$ cat src/rtl/btn_debounce_pulse_pkg.sv
// Shared types and default timing constants for the push-button conditioner.
package btn_debounce_pulse_pkg;

  typedef enum logic [1:0] {
    ST_IDLE      = 2'b00,
    ST_ARMING    = 2'b01,
    ST_HELD      = 2'b10,
    ST_DISARMING = 2'b11
  } state_t;

  localparam int DEF_DEBOUNCE_CYCLES = 4;
  localparam int DEF_ACTIVE_LOW      = 1;
  localparam int DEF_REPEAT_EN       = 0;
  localparam int DEF_REPEAT_DELAY    = 50;
  localparam int DEF_REPEAT_PERIOD   = 10;

  function automatic int max_int(input int a, input int b);
    return (a > b) ? a : b;
  endfunction

endpackage

$ cat src/rtl/debounce_timer.sv
// Loadable, saturating up-counter with synchronous clear and a target-match flag.
module debounce_timer #(
  parameter int WIDTH = 3,
  parameter int MAX   = 3
) (
  input  logic             clk,
  input  logic             reset,
  input  logic             clear,
  input  logic             load,
  input  logic [WIDTH-1:0] load_val,
  input  logic             inc,
  input  logic [WIDTH-1:0] target,
  output logic             hit
);

  localparam logic [WIDTH-1:0] LIMIT = WIDTH'(MAX);

  logic [WIDTH-1:0] count;

  // Count register: clear wins over load, load over increment; never passes LIMIT.
  always_ff @(posedge clk) begin
    if (reset || clear) begin
      count <= '0;
    end else if (load) begin
      count <= (load_val > LIMIT) ? LIMIT : load_val;
    end else if (inc && (count != LIMIT)) begin
      count <= count + WIDTH'(1);
    end
  end

  assign hit = (count == target);

endmodule

$ cat src/rtl/btn_debounce_pulse.sv
// Raw push-button conditioner: synchroniser, debounce FSM, one-shot press pulse
// and optional auto-repeat pulses while the button is held.
module btn_debounce_pulse
  import btn_debounce_pulse_pkg::*;
#(
  parameter int DEBOUNCE_CYCLES = DEF_DEBOUNCE_CYCLES,
  parameter int ACTIVE_LOW      = DEF_ACTIVE_LOW,
  parameter int REPEAT_EN       = DEF_REPEAT_EN,
  parameter int REPEAT_DELAY    = DEF_REPEAT_DELAY,
  parameter int REPEAT_PERIOD   = DEF_REPEAT_PERIOD
) (
  input  logic clk,
  input  logic reset,
  input  logic btn_raw,
  output logic btn_level,
  output logic pulse,
  output logic repeat_active
);

  localparam int CW   = $clog2(DEBOUNCE_CYCLES + 1);
  localparam int RMAX = max_int(REPEAT_DELAY, REPEAT_PERIOD);
  localparam int RW   = $clog2(RMAX + 1);

  localparam logic          RELEASED    = (ACTIVE_LOW != 0);
  localparam logic          REP         = (REPEAT_EN != 0);
  localparam logic [CW-1:0] CNT_LAST    = CW'(DEBOUNCE_CYCLES - 1);
  localparam logic [RW-1:0] DELAY_LAST  = RW'(REPEAT_DELAY - 1);
  localparam logic [RW-1:0] PERIOD_LAST = RW'(REPEAT_PERIOD - 1);

  logic          sync1, sync2, btn_s;
  state_t        state, state_n;
  logic          cnt_clr, cnt_ld, cnt_inc, cnt_hit;
  logic          rpt_clr, rpt_inc, rpt_hit, rpt_step;
  logic [RW-1:0] rpt_target;
  logic          level_n, pulse_n, ract_n;

  // Two-flop synchroniser, both stages resetting to the released pin level.
  always_ff @(posedge clk) begin
    if (reset) begin
      sync1 <= RELEASED;
      sync2 <= RELEASED;
    end else begin
      sync1 <= btn_raw;
      sync2 <= sync1;
    end
  end

  assign btn_s      = sync2 ^ RELEASED;
  assign rpt_target = repeat_active ? PERIOD_LAST : DELAY_LAST;

  debounce_timer #(
    .WIDTH (CW),
    .MAX   (DEBOUNCE_CYCLES - 1)
  ) u_cnt (
    .clk      (clk),
    .reset    (reset),
    .clear    (cnt_clr),
    .load     (cnt_ld),
    .load_val (CW'(1)),
    .inc      (cnt_inc),
    .target   (CNT_LAST),
    .hit      (cnt_hit)
  );

  debounce_timer #(
    .WIDTH (RW),
    .MAX   (RMAX)
  ) u_rpt (
    .clk      (clk),
    .reset    (reset),
    .clear    (rpt_clr),
    .load     (1'b0),
    .load_val ('0),
    .inc      (rpt_inc),
    .target   (rpt_target),
    .hit      (rpt_hit)
  );

  // State register.
  always_ff @(posedge clk) begin
    if (reset) state <= ST_IDLE;
    else       state <= state_n;
  end

  // Next-state, timer controls and next output values.
  always_comb begin
    state_n  = state;
    cnt_clr  = 1'b0;
    cnt_ld   = 1'b0;
    cnt_inc  = 1'b0;
    rpt_clr  = 1'b0;
    rpt_inc  = 1'b0;
    rpt_step = 1'b0;
    level_n  = btn_level;
    pulse_n  = 1'b0;
    ract_n   = repeat_active;
    case (state)
      ST_IDLE: begin
        if (btn_s) begin
          state_n = ST_ARMING;
          cnt_ld  = 1'b1;
        end else begin
          cnt_clr = 1'b1;
        end
      end
      ST_ARMING: begin
        if (!btn_s) begin
          state_n = ST_IDLE;
          cnt_clr = 1'b1;
        end else if (cnt_hit) begin
          state_n = ST_HELD;
          cnt_clr = 1'b1;
          rpt_clr = 1'b1;
          level_n = 1'b1;
          pulse_n = 1'b1;
        end else begin
          cnt_inc = 1'b1;
        end
      end
      ST_HELD: begin
        if (!btn_s) begin
          state_n = ST_DISARMING;
          cnt_ld  = 1'b1;
        end else begin
          rpt_step = 1'b1;
        end
      end
      ST_DISARMING: begin
        if (btn_s) begin
          state_n  = ST_HELD;
          cnt_clr  = 1'b1;
          rpt_step = 1'b1;
        end else if (cnt_hit) begin
          state_n = ST_IDLE;
          cnt_clr = 1'b1;
          rpt_clr = 1'b1;
          level_n = 1'b0;
          ract_n  = 1'b0;
        end else begin
          cnt_inc = 1'b1;
        end
      end
      default: begin
        state_n = ST_IDLE;
        cnt_clr = 1'b1;
        rpt_clr = 1'b1;
        level_n = 1'b0;
        ract_n  = 1'b0;
      end
    endcase
    // rpt advances only on pressed samples while the level is accepted, so a
    // release bounce neither resets it nor fires on the exit edge.
    if (rpt_step) begin
      if (!REP) begin
        rpt_clr = 1'b1;
      end else if (rpt_hit) begin
        rpt_clr = 1'b1;
        ract_n  = 1'b1;
        pulse_n = !pulse;
      end else begin
        rpt_inc = 1'b1;
      end
    end
  end

  // Registered outputs.
  always_ff @(posedge clk) begin
    if (reset) begin
      btn_level     <= 1'b0;
      pulse         <= 1'b0;
      repeat_active <= 1'b0;
    end else begin
      btn_level     <= level_n;
      pulse         <= pulse_n;
      repeat_active <= ract_n;
    end
  end

endmodule

$ cat config.mk
export PLATFORM = sky130hd
export DESIGN_NAME = btn_debounce_pulse
export DESIGN_NICKNAME = d
export VERILOG_FILES = /design/src/rtl/btn_debounce_pulse_pkg.sv /design/src/rtl/debounce_timer.sv /design/src/rtl/btn_debounce_pulse.sv
export SDC_FILE = /design/constraint.sdc
export NUM_CORES = 1
export LEC_CHECK = 0
export CORE_AREA = 2 2 39 41
export CTS_BUF_LIST = sky130_fd_sc_hd__clkbuf_4
export CTS_CLUSTER_SIZE = 30
export DETAILED_ROUTE_END_ITERATION = 8
export DIE_AREA = 0 0 41 43
export PLACE_DENSITY = 0.52
export SYNTH_ARGS = -nofsm -noshare
export SYNTH_HDL_FRONTEND = slang
export SYNTH_HIERARCHICAL = 1
export SYNTH_SLANG_ARGS = --single-unit
$ cat constraint.sdc
create_clock -name clk -period 1.3 [get_ports clk]
set_input_delay 0.13 -clock clk [delete_from_list [all_inputs] [get_ports clk]]
set_output_delay 0.13 -clock clk [all_outputs]
set_load 0.02 [all_outputs]
* After elaboration in Yosys (flattened, before gate mapping) *
Index checks and enable logic that the tools add are counted.

word-level totals
  bits in registers = 9
  output and inout port bits = 3
  logic and storage cells = 56

cells by class
  bitwise gates (word level) = 1
  add/subtract/negate cells = 1
  muxes and demuxes = 25
  reductions and logical operators = 9
  equality and inequality tests = 13

operators by type and width
  cell                   count
  $mux W1                14
  $mux W2                6
  $ne A2 B2 Y1 const B   6
  $pmux W2 S4            1
  $ne A3 B3 Y1 const B   2
  $pmux W1 S2            3
  $reduce_and A5 Y1      1
  $eq A2 B2 Y1 const B   2
  $reduce_and A4 Y1      1
  $reduce_bool A2 Y1     2
  $add A3 B1 Y3 const B  1
  $eq A3 B2 Y1 const B   1
  $ne A3 B2 Y1 const B   1
  $pmux W1 S3            1
  $reduce_or A3 Y1       1
  $eq A2 B1 Y1 const B   1
  $logic_not A2 Y1       1
  $reduce_or A2 Y1       1
  $logic_and A1 B1 Y1    1
  $logic_or A1 B1 Y1     1
  $not A1 Y1             1

* Longest topological paths before layout *
  depth after elaboration = 7
  mapped depth = 6
  depth with buffers taken out = 6

* Cells and area by module *
Netlist, hierarchy kept.

by module, submodules not included
  module              cells each  times used  area each (sq um)
  btn_debounce_pulse  27          1           236.5
  debounce_timer      23          1           209.0

* Worst setup path before layout *
Ideal clock, no wire load.

  kind = reg2reg
  from = reg u_cnt.count[0]
  to = reg u_cnt.count[0]
  clock period less this slack = 1.401 ns
  library setup time = 0.115 ns
  data required time = 1.185 ns
  stages on the path, launching flop included = 7
  data arrival time = 1.287 ns
  buffers on the path = 0
  slack = -0.101 ns
  cells stage by stage = dfxtp_1 > xor2_1 > nor3_1 > nor3_1 > nor2b_2 > xor2_1 > o21a_1

on the way
  word-level cells in the longest chain between the ends = 6

ends and longest elaborated chain
  item                                     line                                                  RTL
  from (decl)                              debounce_timer.sv:18                                  logic [WIDTH-1:0] count;
  from (signal assigned)                   debounce_timer.sv:25                                  count <= (load_val > LIMIT) ? LIMIT : load_val;
  from (signal assigned)                   debounce_timer.sv:27                                  count <= count + WIDTH'(1);
  $eq A3 B2 Y1 (*)                         debounce_timer.sv:31                                  assign hit = (count == target);
  net cnt_hit                              btn_debounce_pulse.sv:32                              logic cnt_clr, cnt_ld, cnt_inc, cnt_hit;
  $mux W1 (*)                              btn_debounce_pulse.sv:110, btn_debounce_pulse.sv:133
  $mux W1, on equally long branches        btn_debounce_pulse.sv:129, btn_debounce_pulse.sv:107
  $pmux W1 S2 (*)                          btn_debounce_pulse.sv:97                              case (state)
  net cnt_inc                              btn_debounce_pulse.sv:32
  $logic_and A1 B1 Y1 (*)                  debounce_timer.sv:26                                  end else if (inc && (count != LIMIT)) begin
  $reduce_bool A2 Y1 (no source line) (*)  n/a

The timed path passes the listed nets; every way through them passes the cells marked *. The select of a mux whose other input is x is not followed.
A chain may end at the register's enable or synchronous reset.

* Final worst setup path *
  from = reg u_cnt.count[2]
  to = reg u_cnt.count[2]

on the way
  word-level cells in the longest chain between the ends = 6

ends and longest elaborated chain
  item                                   line                                                  RTL
  $eq A3 B2 Y1 (*)                       debounce_timer.sv:31
  net cnt_hit                            btn_debounce_pulse.sv:32
  $mux W1 (*)                            btn_debounce_pulse.sv:110, btn_debounce_pulse.sv:133
  $mux W1, on equally long branches      btn_debounce_pulse.sv:129, btn_debounce_pulse.sv:107
  $pmux W1 S3 (*)                        btn_debounce_pulse.sv:97
  net cnt_clr                            btn_debounce_pulse.sv:32
  $logic_or A1 B1 Y1 (*)                 debounce_timer.sv:22                                  if (reset || clear) begin
  $reduce_or A2 Y1 (no source line) (*)  n/a

The timed path passes the listed nets; every way through them passes the cells marked *.

==> summary.md <==
| Metric | Value |
|---|---|
| Final max-slew violation count | `0` |
| Root Driver | `clkbuf_4` |
| Hold worst-path end | `sync2` |
| Data arrival time at the worst-slack endpoint | `1590 ps` |
| Commonest cells after routing, fill and taps aside | `buf_4 (11), conb_1 (8), dfxtp_1 (6)` |
| Max cap viols | `0` |
| Port Buffer Count | `4` |
| Vias in the first global route | `346` |
| Grt ovf | `0` |
| Worst EP required | `1470 ps` |
| Wire per inst | `9.60 um` |
| Drt drc | `0` |
| CTS Sinks | `9` |
| R2r worst-path depth | `6` |
| Largest area contributor in the netlist | `dfxtp_1` |
| Cells after Synth | `50` |
| Die area | `1760 um^2` |
| Setup Skew | `0.665 ps` |
| CTS tree | `yes` |
| Peak supply drop | `0.000371 V` |
| Die W | `41 um` |
| Final hold vios | `0` |
| Startpoint types | `flop` |
| LEAKAGE | `0.000308 uW` |
| ANT nets after route | `0` |
| CTS buffer count | `3` |
| Clk slew on worst S/H paths | `70 ps` |
| Global Route Usage Sum | `13.2%` |
| Clk_lat worst skew | `260 ps` |
| Worst-case hold slack | `412 ps` |
| Ports | `6` |
| Synth top area share | `40.4%` |
| Seq/Total Area, Yosys | `40.4%` |
| Worst r2r dst | `u_cnt/count[2]` |
| Leading cell type in the layout, fill and taps excluded | `buf_4` |
| Diodes inserted | `0` |
| Die Y | `43 um` |
| R2R setup slack | `-120 ps` |
| Hold-fix buffer count after cts | `0` |
| Reg2reg start | `u_cnt/count[2]` |
| Synth-to-layout area growth | `61.0%` |
| Share of cells above drive strength 1 | `48.6%` |
| Asr flop ratio synth | `0%` |
| Final instance area | `717 um^2` |
| Ys flop type | `dfxtp_1` |
| Post-Place Cell Area | `593 um^2` |
| Final Cycle Share | `109%` |
| Synth area leaders | `dfxtp_1 (40%), xor2_1 (9.8%), ha_1 (5.6%), nor2_1 (5.1%), a21oi_1 (3.4%)` |
| Violated checks | `negative setup slack` |
| Synthesized area | `445 um^2` |
| Mean Syn Cell Area | `8.91 um^2` |
| Initial antenna violation count | `0` |
| WHS Path Cells | `1` |
| Setup CP Type | `reg -> reg` |
| CP Max Fanout | `3` |
| Worst-case clock buffer depth | `2` |
| Post-DP HPWL | `629 um` |
| First-iteration detailed-routing DRC count | `0` |
| Cell variety after synth | `21` |
| Fin nets | `80` |
| Post-synthesis register bit count | `9` |
| Ys Warns | `6` |
| Min-delay src | `sync1` |
| Starting Density | `32.2%` |
| H-Tree Depth | `1` |
| DR vias | `377` |
| Setup repair after global routing missed its margin | `true` |
| Wirelength, routed | `864 um` |
| PnR worst setup slack | `-118 ps` |
| CP Capture Type | `flop` |
| Largest net degree at the start of global routing | `7` |
| Std-Cell Rows | `14` |
| Status | `finished with violations` |
| GP Congestion | `0.659` |
| Initial DRT Pass Iterations | `1` |
| Fmax | `0.705 GHz` |
| Core area | `1380 um^2` |
| Vias per Instance | `4.19` |
| First-pass GRT wire length | `1500 um` |
| Hold crit path type | `reg -> reg` |
| Final Critical Period | `1420 ps` |
| Pwr dens | `834 nW/um^2` |
| Final setup violation count | `5` |
| Number of flops mapped to enable cells by yosys | `0` |
## how the worst max path moves through the flow
stage,from,to,depth (start not counted)
2_1_floorplan,flop,u_cnt/count[2],4
3_3_place_gp,u_cnt/count[2],u_cnt/count[2],6
3_5_place_dp,u_cnt/count[2],u_cnt/count[2],6
4_1_cts,u_cnt/count[2],u_cnt/count[2],6
5_1_grt,u_cnt/count[2],u_cnt/count[2],6
6_report,u_cnt/count[2],u_cnt/count[2],6
## cells in the mapped netlist, drive strengths merged (2+ instances only)
| library cell | number |
|---|---|
| a211oi | 3 |
| a21oi | 3 |
| conb | 2 |
| dfxtp | 9 |
| ha | 2 |
| inv | 4 |
| nor2 | 6 |
| nor3 | 3 |
| or2 | 2 |
| or3 | 2 |
| xor2 | 5 |
## report_power, final
part / leakage (uW) / total [uW] / internal, uW / switching [uW]
clock: 0.0000184 / 245 / 139 / 106
sequential: 0.0000746 / 283 / 280 / 3.10
combinational: 0.000215 / 68.9 / 33.2 / 35.7
## what timing repair did
| item | 4_1_cts | 5_1_grt |
|---|---|---|
| gates resized for setup | 10 | 9 |
| endpoints found under the setup margin | 7 | 6 |
| pin swaps | 3 | 3 |
| setup buffers | 1 | 1 |
## area by class of cell
cell class	instances	area, um^2
Tap cell	16	20.0
Multi-Input combinational cell	42	348
Timing Repair Buffer	15	120
Fill cell	132	667
Clock buffer	4	30.0
Inverter	4	15.0
Sequential cell	9	184
## cells by family (layout without fill, tap and decap cells)
family / after synthesis / after routing / share of synthesized area, %
AO/OA/AOI/OAI: 11 / 11 / 18.3
XOR/XNOR: 5 / 5 / 9.83
flip-flops: 9 / 9 / 40.4
buffers and inverters: 5 / 23 / 5.06
adder cells (fa/ha/maj): 2 / 2 / 5.62
other: 2 / 8 / 1.69
AND/OR/NAND/NOR: 16 / 16 / 19.1
## per-layer routing
metal	vias up	GRT usage (%)	share of wire, %
met3	2	4.71	1.7
li1	206	-	-
met5	-	0	0
met4	0	10.0	2.4
met1	166	16.9	50
met2	3	17.2	46
## stage by stage
step           setup TNS [ps]  total power [uW]  utilization [%]  std cells  worst slack (ps)
3_5_place_dp             -566               343             42.9         84              -168
4_1_cts                  -440               592             47.3         89              -164
5_1_grt                  -738               626             51.8         90              -195
6_report                 -308               598             51.8         90              -118
2_1_floorplan               0               322                -         56              20.3
3_3_place_gp             -511               343             42.9         84              -140
## critical path: stages, from the launching register on
cell,delay [ps]
dfxtp_2,350
xor2_2,180
nor3_4,70
a21oi_2,120
o22ai_2,90
or3_1,360
a211oi_2,160
Power figures use the tool's default switching activity.
